[config.mk]
export PLATFORM = sky130hd
export DESIGN_NAME = cr_kme_fifo_unpack
export DESIGN_NICKNAME = d
export VERILOG_FILES = /design/src/rtl/cr_kme_fifo_unpack_pkg.sv /design/src/rtl/cr_kme_sticky_err.sv /design/src/rtl/cr_kme_fifo_unpack.sv
export SDC_FILE = /design/constraint.sdc
export NUM_CORES = 1
export LEC_CHECK = 0
export BUFFER_PORTS_ARGS = -buffer_cell sky130_fd_sc_hd__buf_2
export CAP_MARGIN = 20
export CELL_PAD_IN_SITES_DETAIL_PLACEMENT = 1
export CELL_PAD_IN_SITES_GLOBAL_PLACEMENT = 2
export CORE_UTILIZATION = 30
export DETAILED_ROUTE_END_ITERATION = 10
export PLACE_DENSITY_LB_ADDON = 0.1
export SLEW_MARGIN = 30
export SYNTH_ARGS = -nofsm -noshare
export SYNTH_HDL_FRONTEND = slang
export SYNTH_SLANG_ARGS = --single-unit
[constraint.sdc]
create_clock -name clk -period 3.64 [get_ports clk]
set_input_delay 0.728 -clock clk [delete_from_list [all_inputs] [get_ports clk]]
set_output_delay 0.728 -clock clk [all_outputs]
set_load 0.03 [all_outputs]
[src/rtl/cr_kme_fifo_unpack_pkg.sv]
// KME staging FIFO unpacker: shared types and constants.
// Beat/word geometry and the word-count sideband decoder.
package cr_kme_fifo_unpack_pkg;

  typedef enum logic {
    IDLE  = 1'b0,
    DRAIN = 1'b1
  } state_e;

  localparam int KME_BEAT_W = 128;
  localparam int KME_WORD_W = 32;
  localparam int KME_RATIO  = 4;

  // A zero count means a full beat.
  function automatic logic [2:0] nwords_decode(
    input logic [1:0] n
  );
    return (n == 2'd0) ? 3'd4 : {1'b0, n};
  endfunction

endpackage

[src/rtl/cr_kme_sticky_err.sv]
// Sticky error flag with set priority over clear.
// Holds a one-cycle pulse until software clears it.
module cr_kme_sticky_err (
  input  logic clk,
  input  logic rst,
  input  logic set,
  input  logic clr,
  output logic q
);

  // Set wins when set and clear coincide.
  always_ff @(posedge clk) begin
    if (rst)      q <= 1'b0;
    else if (set) q <= 1'b1;
    else if (clr) q <= 1'b0;
  end

endmodule

[src/rtl/cr_kme_fifo_unpack.sv]
// KME FIFO read-side unpacker: 128-bit beats to 32-bit words.
// Pops on ack, drains with valid/ready, tracks sticky errors.
module cr_kme_fifo_unpack
  import cr_kme_fifo_unpack_pkg::*;
#(
  parameter int IN_W      = KME_BEAT_W,
  parameter int OUT_W     = KME_WORD_W,
  parameter int RATIO     = IN_W / OUT_W,
  parameter int LSW_FIRST = 1
) (
  input  logic             clk,
  input  logic             rst,
  input  logic [IN_W-1:0]  in_data,
  input  logic             in_valid,
  input  logic [1:0]       in_nwords,
  output logic             in_ack,
  output logic [OUT_W-1:0] out_data,
  output logic             out_valid,
  input  logic             out_ready,
  output logic             out_last,
  input  logic             fifo_overflow,
  input  logic             fifo_underflow,
  input  logic             err_clr,
  output logic             err_ovf,
  output logic             err_udf,
  output logic [15:0]      beats_popped
);

  state_e          st;
  logic [IN_W-1:0] hold;
  logic [1:0]      idx;
  logic [2:0]      nwords_q;
  logic            hs;
  logic            take;

  assign out_last = out_valid
                  & ({1'b0, idx} == nwords_q - 3'd1);
  assign hs       = out_valid & out_ready;
  assign take     = in_valid & ~rst
                  & ((st == IDLE) | (hs & out_last));
  assign in_ack   = take;

  // Word mux; index counts in emission order.
  always_comb begin
    out_data = '0;
    for (int i = 0; i < RATIO; i++) begin
      if (int'(idx) == i) begin
        if (LSW_FIRST != 0)
          out_data = hold[i*OUT_W +: OUT_W];
        else
          out_data = hold[(RATIO-1-i)*OUT_W +: OUT_W];
      end
    end
  end

  // Beat load / word advance FSM; reload on last handshake.
  always_ff @(posedge clk) begin
    if (rst) begin
      st           <= IDLE;
      hold         <= '0;
      idx          <= '0;
      nwords_q     <= '0;
      out_valid    <= 1'b0;
      beats_popped <= '0;
    end else if (take) begin
      st           <= DRAIN;
      hold         <= in_data;
      idx          <= '0;
      nwords_q     <= nwords_decode(in_nwords);
      out_valid    <= 1'b1;
      beats_popped <= beats_popped + 16'd1;
    end else if (hs && out_last) begin
      st        <= IDLE;
      out_valid <= 1'b0;
    end else if (hs) begin
      idx <= idx + 2'd1;
    end
  end

  cr_kme_sticky_err u_ovf (
    .clk (clk),
    .rst (rst),
    .set (fifo_overflow),
    .clr (err_clr),
    .q   (err_ovf)
  );

  cr_kme_sticky_err u_udf (
    .clk (clk),
    .rst (rst),
    .set (fifo_underflow),
    .clr (err_clr),
    .q   (err_udf)
  );

endmodule

[Word-level counts from Yosys, hierarchy flattened]
Index checks and enable logic that the tools add are counted.
Storage, ports and cells
  bits of input ports: 137
  flip-flop bits (word level): 152
  word-level logic and storage cells: 41
  output and inout bits: 53
Cells by class
  bitwise gates (word level): 9
  reduce and logical (&&, ||, !) cells: 8
  equality and inequality tests: 4
  $add $sub $neg: 3
  multiplexer cells: 10
Operators with widths (number)
  2-to-1 mux 32 bit: 4
  adder 16 x 1 -> 16 bit (second input constant): 1
  nonzero test 2 bit: 3
  bitwise AND 1 bit: 5
  2-to-1 mux 1 bit: 5
  equality test 2 bit (second input constant): 2
  zero test 2 bit: 2
  equality test 2 x 3 -> 1 bit: 1
  2-to-1 mux 3 bit: 1
  inverter 1 bit: 3
  subtractor 3 x 1 -> 3 bit (second input constant): 1
  adder 2 x 1 -> 2 bit (second input constant): 1
  equality test 2 x 1 -> 1 bit (second input constant): 1
  AND reduction 2 bit: 1
  OR reduction 2 bit: 1
  logical AND 1 bit: 1
  OR 1 bit: 1

[Depth between registers and ports, before layout]
Gate-level depths: netlist of run 1.
  depth in word-level cells: 7
  gate-level depth with buffers: 9
  gate-level depth less buffers: 6

[Cells and area by module]
From an unflattened synthesis of run 1, not the netlist that was laid out.
Second synthesis, totals
  cell total of the unflattened synthesis: 914
  area total of the unflattened synthesis: 6705.2 µm²
Modules (own cells, without submodules)
  cr_kme_fifo_unpack: cells each 906, times used 1, area each 6627.6 µm², sequential area each 3002.9 µm²
  cr_kme_sticky_err: cells each 4, times used 2, area each 38.8 µm², sequential area each 20.0 µm²

[Worst setup path before layout of run 1]
No wires, ideal clock.
  path kind: register to output
  start point: register idx[0]
  end point: output port out_data[23]
  data arrival time: 2022 ps
  buffers on the path: 2
  cell stages (with the launch flop): 8
  slack: 890 ps
  path through: dfxtp_1 ha_1 clkbuf_1 clkbuf_1 nand2_1 a21oi_1 a21oi_1 o21ai_0
On the way
  longest elaborated chain between the ends: 5
  elaborated cells between the ends (all ways): 8
  those cells by class: eq/ne: 3; mux: 4; reduce/logical: 1
RTL lines
  from (decl): RTL line cr_kme_fifo_unpack.sv:31  | logic [1:0] idx;
  from (signal assigned): RTL line cr_kme_fifo_unpack.sv:76  | idx <= idx + 2'd1;
  zero test 2 bit: RTL line cr_kme_fifo_unpack.sv:47  | if (int'(idx) == i) begin
  2-to-1 mux 32 bit (3 in a row): RTL line cr_kme_fifo_unpack.sv:47
  2-to-1 mux 32 bit *: RTL line cr_kme_fifo_unpack.sv:47
  to (decl): RTL line cr_kme_fifo_unpack.sv:17  | output logic [OUT_W-1:0] out_data,
Mark *: on every way between the ends. The rest lies on a longest branch, timed or not.

[Worst setup path in the final report of run 1]
  start point: register idx[0]
  end point: output port out_data[5]
The elaborated chain is that of the path after synthesis.

==> results of run 1 <==
worst max-delay path by stage:
stage	endpoint	slack, ns
4_1_cts	out_data[5]	0.09
3_5_place_dp	out_data[5]	0.57
5_1_grt	out_data[5]	0.17
2_1_floorplan	out_data[23]	0.89
6_report	out_data[5]	0.43
3_3_place_gp	out_data[5]	0.64
final cells by class:
class / count / area [sq um]
fillers: 2722 / 12940
diodes: 2 / 5.005
well taps: 275 / 344.1
multi-input cells: 677 / 3267
repair buffers: 200 / 1081
inverters: 7 / 26.28
flip-flops and latches: 152 / 3043
clock buffers: 20 / 446.7
clock inverters: 12 / 197.7
state kept, by name, summed over array words and instances (netlist names):
| name | flops |
|---|---|
| hold | 128 |
| beats_popped | 16 |
| nwords_q | 3 |
| idx | 2 |
| st | 1 |
| u_ovf.q | 1 |
| u_udf.q | 1 |
kinds of logic (layout without fill, tap and decap cells):
family          Yosys count  count (layout)
xor+xnor                  5               5
other cells               0               2
simple gates            404             404
buf+inv                  82             239
flops                   152             152
compound gates          260             260
mux                       2               2
fa+ha+maj                 6               6
per-layer routing:
metal	routed length (um)	share of wire, %
met1	9745	46
met2	10240	48
met5	31	0.14
met3	1180	5.5
met4	188	0.88
metrics by stage:
step	cell area [sq um]	setup WS, ns	hold slack, ns
CTS	8396	0.09395	0.4564
global placement	7751	0.6405	0.4414
detailed placement	7751	0.5665	0.4470
finish	8411	0.4321	0.4531
floorplan	6621	0.8898	0.4363
global route	8406	0.1705	0.4663
timing repair:
action	in CTS	in global routing
setup buffers	0	0
endpoints found under the setup margin	0	2
endpoints found under the hold margin	0	0
resized for setup	0	1
Yosys cell counts, drive strengths merged:
cell type and instances:
a21oi 212, a31oi 1, a41o 1, a41oi 1, and2 2, and4 3, buf 32, clkbuf 43
dfxtp 152, ha 6, inv 7, mux2 1, mux2i 1, nand2 331, nand3 5, nand3b 32
nand4 6, nor2 6, nor2b 2, nor3 2, nor4 1, o21ai 37, o31ai 8, or3 6
or4 8, xnor2 3, xor2 2
worst min-delay path, cell delays in order, from the launching register on:
cell     delay (ns)
dfxtp_1        0.31
nand2_1        0.05
a21oi_1        0.05
power by group through the flow:
stage,Sequential [W],Combinational [W],Clock (W)
finish,0.00180,0.000493,0.00196
CTS,0.00180,0.000505,0.00202
floorplan,0.00183,0.000314,0
global placement,0.00184,0.000496,0
global route,0.00181,0.000557,0.00209
detailed placement,0.00184,0.000502,0
==> flow_metrics.py, run 1 <==
metrics = {
    "critical_path": {
        "crit_buf_inv": 2,
        "reg2reg_depth": 7,
        "path_max_fanout": 33,
        "r2r_slack_ns": 1.00,
        "crit_top_cell": "a21oi_1",
        "critical_path.top_delay_family": "buffers and inverters",
        "cpPeakStageDelay_ns": 0.51,
        "cp-start-kind": "flop",
        "worstPathRequired_ns": 2.91,
        "crit_path_cell_trace": "ha_4, buf_4, nand2_1, a21oi_1, a21oi_1, o21ai_0, buf_2",
        "crit_cells": 7,
        "crit_arrival_ns": 2.48,
        "crit_path_start": "idx[0]",
        "rr_startpoint": "nwords_q[0]",
        "end_kind": "output pin",
        "worst-setup-path-type": "reg2out",
        "r2r-end": "hold[82]",
        "cp_slowest_cell": "dfxtp_1",
    },
    "timing": {
        "min_period_ns": 3.208,
        "worst_pin_slew_ns": 0.7918,
        "slew_viol_final": 0,
        "setup_tns_ns": 0,
        "skew_ns": 0.01202,
        "final_hold_viol_count": 0,
        "post-route-period-util_pct": 88.13,
        "rsz0062_at_grt": "false",
        "slew-limit-headroom_pct": 47.21,
        "max_freq_mhz": 311.7,
        "setup_viol": 0,
    },
    "power": {
        "p_seq_share_pct": 42.3,
        "p_clk_share_pct": 46.1,
        "power_w": 0.004256,
        "powerDensity_mw_per_mm2": 506.0,
        "power_frac_comb_pct": 11.6,
        "p_switching_w": 0.001087,
        "p_int_w": 0.003168,
        "p_sw_share_pct": 25.55,
        "ir_drop_mv": 0.2567,
        "leakage_nw": 3.326,
    },
    "route": {
        "drtIter0Drc": 238,
        "wl_per_cell_um": 15.90,
        "ant_nets": 0,
        "wirelength_um": 21390,
        "via_per_inst": 4.890,
        "num_vias": 6577,
        "dr.pass1.iters": 4,
        "drc": 0,
    },
    "clocking": {
        "cts_root_buffer": "clkbuf_16",
        "htree_levels": 4,
        "clkTransAtPathRegs_ns": 0.06,
        "insertion_delay_ns": 0.42,
        "cts.sinks": 152,
        "cts_tree": "yes",
        "cts_buffers": 17,
        "clk_path_buf_depth": 2,
        "holdBufCountCts": 0,
    },
    "global_routing": {
        "busiest_layer": "met2",
        "antenna_found_initial": 4,
        "grt_max_degree": 73,
        "grt_pass1_vias": 6696,
        "track_usage_pct": 19.44,
        "grt_overflow_total": 0,
        "grtUsageMet2_pct": 33.20,
        "grt_pass1_wl_um": 34010,
        "use_met1_pct": 23.74,
        "use_met3_pct": 5.576,
    },
    "yosys": {
        "synthMuxAreaShare_pct": 0.3212,
        "synth-simple-area-share_pct": 26.17,
        "synth.area.top_cells": "dfxtp_1 (46%), nand2_1 (19%), a21oi_1 (16%)",
        "synth_top_area_share_pct": 45.96,
        "yosys.area_share.adder_pct": 1.134,
        "yosysSeqAreaShare_pct": 45.96,
        "yosysUniqueCellTypes": 29,
        "syn-cell-area_sq_mm": 0.006621,
        "synth_top_family_by_area": "simple AND/OR/NAND/NOR gates",
        "syn-num-nets": 1054,
        "syn_inst": 911,
        "synth_xor_area_share_pct": 0.8881,
        "synth_compound_area_share_pct": 20.39,
        "synth_top_cell_by_area": "dfxtp_1",
        "syn_avg_cell_area_sq_um": 7.268,
        "ys_warn_count": 0,
        "synth.ff_latch_count": 152,
    },
    "floorplan": {
        "die_y_um": 150.6,
        "ios": 190,
        "start_util_pct": 31.01,
        "coreArea_sq_mm": 0.02135,
        "rows": 53,
        "die-width_um": 150.6,
        "die_area_sq_mm": 0.02267,
    },
    "cells_and_area": {
        "layout.cells.non_filler": 1345,
        "synthToLayoutAreaGrowth_pct": 27.02,
        "final_common_cell": "nand2_1",
        "final_cell_mix": "nand2_1 (331), a21oi_1 (212), buf_2 (188)",
        "final_nets": 1198,
        "final_util_pct": 39.39,
        "drive_gt1_share_pct": 22.28,
    },
    "placement": {
        "routabilityCongestion": 0.7059,
        "dp_hpwl_um": 13740,
        "dp.cells": 1311,
        "io_buffers": 189,
    },
    "run": {
        "max_cap_viol_count": 0,
    },
    "min_path": {
        "hp-start": "hold[93]",
        "hold_class": "reg2reg",
        "hold-path-cell-count": 2,
        "hold_end": "hold[93]",
    },
    "status": {
        "status": "finished clean",
    },
}
Note: power is estimated with default switching activity, not from simulation.
==> run 2: changes to the inputs <==
--- a/config.mk
+++ b/config.mk
@@ -9,7 +9,7 @@
 export CAP_MARGIN = 20
 export CELL_PAD_IN_SITES_DETAIL_PLACEMENT = 1
 export CELL_PAD_IN_SITES_GLOBAL_PLACEMENT = 2
-export CORE_UTILIZATION = 30
+export CORE_UTILIZATION = 28
 export DETAILED_ROUTE_END_ITERATION = 10
 export PLACE_DENSITY_LB_ADDON = 0.1
 export SLEW_MARGIN = 30
==> constraint.sdc (replaced) <==
create_clock -name clk -period 3.35 [get_ports clk]
set_input_delay 0.335 -clock clk [delete_from_list [all_inputs] [get_ports clk]]
set_output_delay 0.335 -clock clk [all_outputs]
set_load 0.03 [all_outputs]
==> run 2 against run 1 <==
  * Clock skew down 0.0013 ns
  * Largest cell class unchanged
  * Sequential share of layout area down 0.23 points
  * Combinational power up 12%
  * Critical endpoint is now out_data[0]
  * Cell count up 3.3%
  * Clock power up 2%
  * Highest routed layer unchanged
  * Via count up 0.50%
==> flow_metrics.py, run 2 (same netlist as run 1, synthesis figures left out) <==
metrics = {
    "min_path": {
        "hold-path-cell-count": 3,
        "hold_class": "in2reg",
        "hp-start": "fifo_underflow",
        "hold_end": "u_udf.q",
    },
    "timing": {
        "final_hold_viol_count": 0,
        "post-route-period-util_pct": 86.34,
        "setup_viol": 0,
        "setup_tns_ns": 0,
        "skew_ns": 0.01067,
        "worst_pin_slew_ns": 0.8079,
        "whs_ns": 0.1347,
        "slew-limit-headroom_pct": 46.14,
        "max_freq_mhz": 345.7,
        "min_period_ns": 2.893,
        "rsz0062_at_grt": "false",
        "slew_viol_final": 0,
    },
    "critical_path": {
        "worst-setup-path-type": "reg2out",
        "path_max_fanout": 23,
        "r2r-end": "beats_popped[2]",
        "reg2reg_depth": 8,
        "worstPathRequired_ns": 3.01,
        "crit_arrival_ns": 2.56,
        "cp-start-kind": "flop",
        "rr_startpoint": "nwords_q[0]",
        "end_kind": "output pin",
        "r2r_slack_ns": 0.77,
    },
    "floorplan": {
        "start_util_pct": 28.89,
        "rows": 55,
        "die-width_um": 155.8,
        "ios": 190,
        "die_y_um": 155.8,
        "coreArea_sq_mm": 0.02292,
        "die_area_sq_mm": 0.02427,
    },
    "placement": {
        "routabilityCongestion": 0.7078,
        "io_buffers": 189,
        "dp_hpwl_um": 14230,
    },
    "global_routing": {
        "grt_max_degree": 80,
        "grt_pass1_wl_um": 34020,
        "track_usage_pct": 17.80,
        "grt_pass1_vias": 6605,
        "grt_overflow_total": 0,
        "antenna_found_initial": 3,
    },
    "clocking": {
        "clk_path_buf_depth": 2,
        "post_cts_buffers": 0,
        "cts_root_buffer": "clkbuf_16",
        "clkTransAtPathRegs_ns": 0.06,
        "htree_levels": 4,
        "cts_buffers": 17,
        "cts.sinks": 152,
        "insertion_delay_ns": 0.42,
        "holdBufCountCts": 0,
        "cts_tree": "yes",
        "ctsResizeCount": 0,
    },
    "route": {
        "ant_nets": 0,
        "wl_per_cell_um": 15.39,
        "dr.pass1.iters": 4,
        "drc": 0,
        "wirelength_um": 21370,
        "drtIter0Drc": 278,
        "num_vias": 6610,
        "via_per_inst": 4.759,
    },
    "cells_and_area": {
        "final_common_cell": "nand2_1",
        "top_regs": "hold: 128 flops, beats_popped: 16 flops, nwords_q: 3 flops",
        "nFillCells": 2904,
        "synthToLayoutAreaGrowth_pct": 27.83,
        "final_nets": 1203,
        "regMostFlops": "hold",
        "final_cell_mix": "nand2_1 (331), a21oi_1 (212), buf_2 (188)",
        "largest_reg_flops": 128,
        "drive_gt1_share_pct": 22.65,
    },
    "power": {
        "p_seq_share_pct": 43.3,
        "p_int_w": 0.003326,
        "p_switching_w": 0.001183,
        "p_clk_share_pct": 44.5,
        "p_sw_share_pct": 26.25,
        "ir_drop_mv": 0.2812,
        "leakage_nw": 3.337,
        "power_frac_comb_pct": 12.2,
        "powerDensity_mw_per_mm2": 532.7,
    },
    "status": {
        "status": "finished clean",
    },
    "run": {
        "max_cap_viol_count": 0,
    },
}
==> run 2: layout make-up <==
type                    instances  area [sq um]  share of cell area [%]
multi-input cells             677          3259                   38.51
flip-flops and latches        152          3043                   35.95
repair buffers                205          1131                   13.36
clock buffers                  22         464.2                   5.484
well taps                     313         391.6                   4.627
clock inverters                10         141.4                   1.670
inverters                       7         26.28                  0.3104
diodes                          3         7.507                 0.08869
==> run 2: power groups by stage <==
stage | logic, W | clock network [W] | registers [W]
after global placement | 0.000559 | 0 | 0.00199
final | 0.000552 | 0.00200 | 0.00195
after CTS | 0.000566 | 0.00207 | 0.00195
after global routing | 0.000616 | 0.00216 | 0.00196
after floorplan | 0.000341 | 0 | 0.00199
after detailed placement | 0.000563 | 0 | 0.00199
==> run 2: worst max-delay path by stage <==
stage | cells past startpoint | end | from | slack, ns
floorplan | 7 | out_data[23] | idx[0] | 0.99
global placement | 7 | out_data[0] | idx[0] | 0.82
detailed placement | 8 | beats_popped[2] | nwords_q[0] | 0.77
CTS | 7 | out_data[0] | idx[0] | 0.36
global route | 7 | out_data[19] | idx[0] | 0.25
finish | 7 | out_data[0] | idx[0] | 0.46
==> run 2: critical path, cell delays in order, from the launching register on <==
cell and delay (ns):
dfxtp_1 0.48, ha_2 0.51, buf_4 0.35, nand2_1 0.09, a21oi_1 0.12, a21oi_1 0.05, o21ai_0 0.27, buf_2 0.26
==> run 2: metal layers <==
metal / vias to the layer above / GRT usage [%] / routed length, um
met5: - / 0 / 10
met4: 2 / 3.968 / 195
met3: 18 / 5.361 / 1048
met2: 124 / 30.14 / 10170
met1: 3120 / 22.08 / 9953
li1: 3346 / - / -
==> run 2: metrics by stage <==
| stage | cell area (sq um) | total power (W) | instances | util, % | setup WS [ns] |
|---|---|---|---|---|---|
| global placement | 7851 | 0.002550 | 1354 | 34.26 | 0.8174 |
| finish | 8464 | 0.004509 | 1389 | 36.94 | 0.4575 |
| detailed placement | 7851 | 0.002557 | 1354 | 34.26 | 0.7697 |
| floorplan | 6621 | 0.002332 | 911 | - | 0.9928 |
| global route | 8457 | 0.004737 | 1386 | 36.90 | 0.2473 |
| CTS | 8457 | 0.004591 | 1386 | 36.90 | 0.3588 |
==> run 3: changes to the inputs <==
--- a/config.mk
+++ b/config.mk
@@ -6,7 +6,7 @@
 export NUM_CORES = 1
 export LEC_CHECK = 0
 export BUFFER_PORTS_ARGS = -buffer_cell sky130_fd_sc_hd__buf_2
-export CAP_MARGIN = 20
+export CAP_MARGIN = 5
 export CELL_PAD_IN_SITES_DETAIL_PLACEMENT = 1
 export CELL_PAD_IN_SITES_GLOBAL_PLACEMENT = 2
 export CORE_UTILIZATION = 28
==> constraint.sdc (replaced) <==
create_clock -name clk -period 3.3 [get_ports clk]
set_input_delay 0.33 -clock clk [delete_from_list [all_inputs] [get_ports clk]]
set_output_delay 0.33 -clock clk [all_outputs]
set_load 0.03 [all_outputs]
==> run 3 against run 2 <==
  * Non-clock buffer count down 1
  * Cell count is the same
  * Critical path depth did not move
  * First-iteration DRC count is 10% higher
  * Worst hold slack got worse by 0.016 ns
  * Die area unchanged
==> flow_metrics.py, run 3 (same netlist as run 1, synthesis figures left out) <==
metrics = {
    "clocking": {
        "insertion_delay_ns": 0.42,
        "ctsResizeCount": 0,
        "htree_levels": 4,
        "holdBufCountCts": 0,
        "clk_path_buf_depth": 2,
        "clkTransAtPathRegs_ns": 0.06,
        "cts_tree": "yes",
        "post_cts_buffers": 0,
        "cts.sinks": 152,
        "cts_buffers": 17,
        "cts_root_buffer": "clkbuf_16",
    },
    "route": {
        "wl_per_cell_um": 15.43,
        "dr.pass1.iters": 4,
        "wirelength_um": 21440,
        "ant_nets": 0,
        "drc": 0,
        "drtIter0Drc": 307,
        "via_per_inst": 4.743,
        "num_vias": 6588,
    },
    "cells_and_area": {
        "regMostFlops": "hold",
        "final_common_cell": "nand2_1",
        "final_util_pct": 37.19,
        "largest_reg_flops": 128,
        "final_cell_mix": "nand2_1 (331), a21oi_1 (212), buf_2 (188)",
        "top_regs": "hold: 128 flops, beats_popped: 16 flops, nwords_q: 3 flops",
        "synthToLayoutAreaGrowth_pct": 28.70,
        "final_nets": 1202,
        "drive_gt1_share_pct": 22.57,
    },
    "critical_path": {
        "end_kind": "output pin",
        "path_max_fanout": 26,
        "crit_arrival_ns": 2.63,
        "cp-start-kind": "flop",
        "worst-setup-path-type": "reg2out",
        "worstPathRequired_ns": 2.97,
    },
    "run": {
        "max_cap_viol_count": 0,
    },
    "timing": {
        "skew_ns": 0.009751,
        "rsz0062_at_grt": "false",
        "setup_ws_ns": 0.3434,
        "min_period_ns": 2.957,
        "max_freq_mhz": 338.2,
        "final_hold_viol_count": 0,
        "setup_viol": 0,
        "worst_pin_slew_ns": 0.7995,
        "whs_ns": 0.1185,
        "slew_viol_final": 0,
        "setup_tns_ns": 0,
        "post-route-period-util_pct": 89.59,
        "slew-limit-headroom_pct": 46.52,
    },
    "global_routing": {
        "grt_pass1_wl_um": 34160,
        "grt_max_degree": 91,
        "grt_pass1_vias": 6697,
        "antenna_found_initial": 4,
        "grt_overflow_total": 0,
        "track_usage_pct": 17.82,
    },
    "power": {
        "powerDensity_mw_per_mm2": 556.4,
        "leakage_nw": 3.352,
        "power_w": 0.004741,
        "ir_drop_mv": 0.2980,
    },
    "floorplan": {
        "rows": 55,
        "start_util_pct": 28.89,
        "die-width_um": 155.8,
        "die_y_um": 155.8,
        "ios": 190,
        "coreArea_sq_mm": 0.02292,
        "die_area_sq_mm": 0.02427,
    },
    "placement": {
        "io_buffers": 189,
        "routabilityCongestion": 0.7291,
        "pre_cts_ws_ns": 0.7123,
        "dp_hpwl_um": 14070,
    },
    "min_path": {
        "hold_class": "in2reg",
    },
    "status": {
        "status": "finished clean",
    },
}
-- run 3: changes by cell type in the layout (fill, tap and decap cells not counted), sizes merged --
| cell | delta |
|---|---|
| clkinv | -1 |
| inv | -1 |
| buf | -1 |
| diode | +1 |
| bufinv | +2 |
-- run 3: power by group --
part | total, W | switching [W] | internal, W
Sequential | 0.00198 | 0.0000511 | 0.00193
Clock | 0.00220 | 0.000809 | 0.00139
Combinational | 0.000559 | 0.000353 | 0.000207
-- run 3: final timing paths --
kind,depth (start not counted),slack (ns),end,from
min,3,0.12,u_udf.q,fifo_underflow
max reg2reg,8,0.68,hold[14],nwords_q[0]
max,7,0.34,in_ack,nwords_q[0]
min reg2reg,2,0.46,hold[1],hold[1]
-- run 3: stage by stage --
stage | area [sq um] | instances
final | 8522 | 1389
after global routing | 8517 | 1387
after CTS | 8512 | 1385
after detailed placement | 7856 | 1353
after global placement | 7856 | 1353
after floorplan | 6621 | 911
-- run 3: final cells by class --
| cell class | count | area, sq um |
|---|---|---|
| flip-flops and latches | 152 | 3043 |
| repair buffers | 204 | 1136 |
| inverters | 7 | 26.28 |
| diodes | 4 | 10.01 |
| clock inverters | 10 | 191.4 |
| multi-input cells | 677 | 3259 |
| clock buffers | 22 | 464.2 |
| fillers | 2863 | 14390 |
| well taps | 313 | 391.6 |
-- run 3: layer usage --
metal  GRT usage, %  vias to the layer above  routed length, um
li1               -                     3341                  -
met1          22.14                     3113              10020
met2          30.65                      122              10270
met3          4.389                       12                981
met4          4.482                        0                167
met5              0                        -                  0
-- run 3: critical path, stage by stage, from the launching register on --
cell	delay [ns]
dfxtp_1	0.40
inv_1	0.06
ha_1	0.20
xnor2_1	0.43
a41oi_4	0.46
buf_4	0.33
nor2_1	0.11
buf_2	0.22
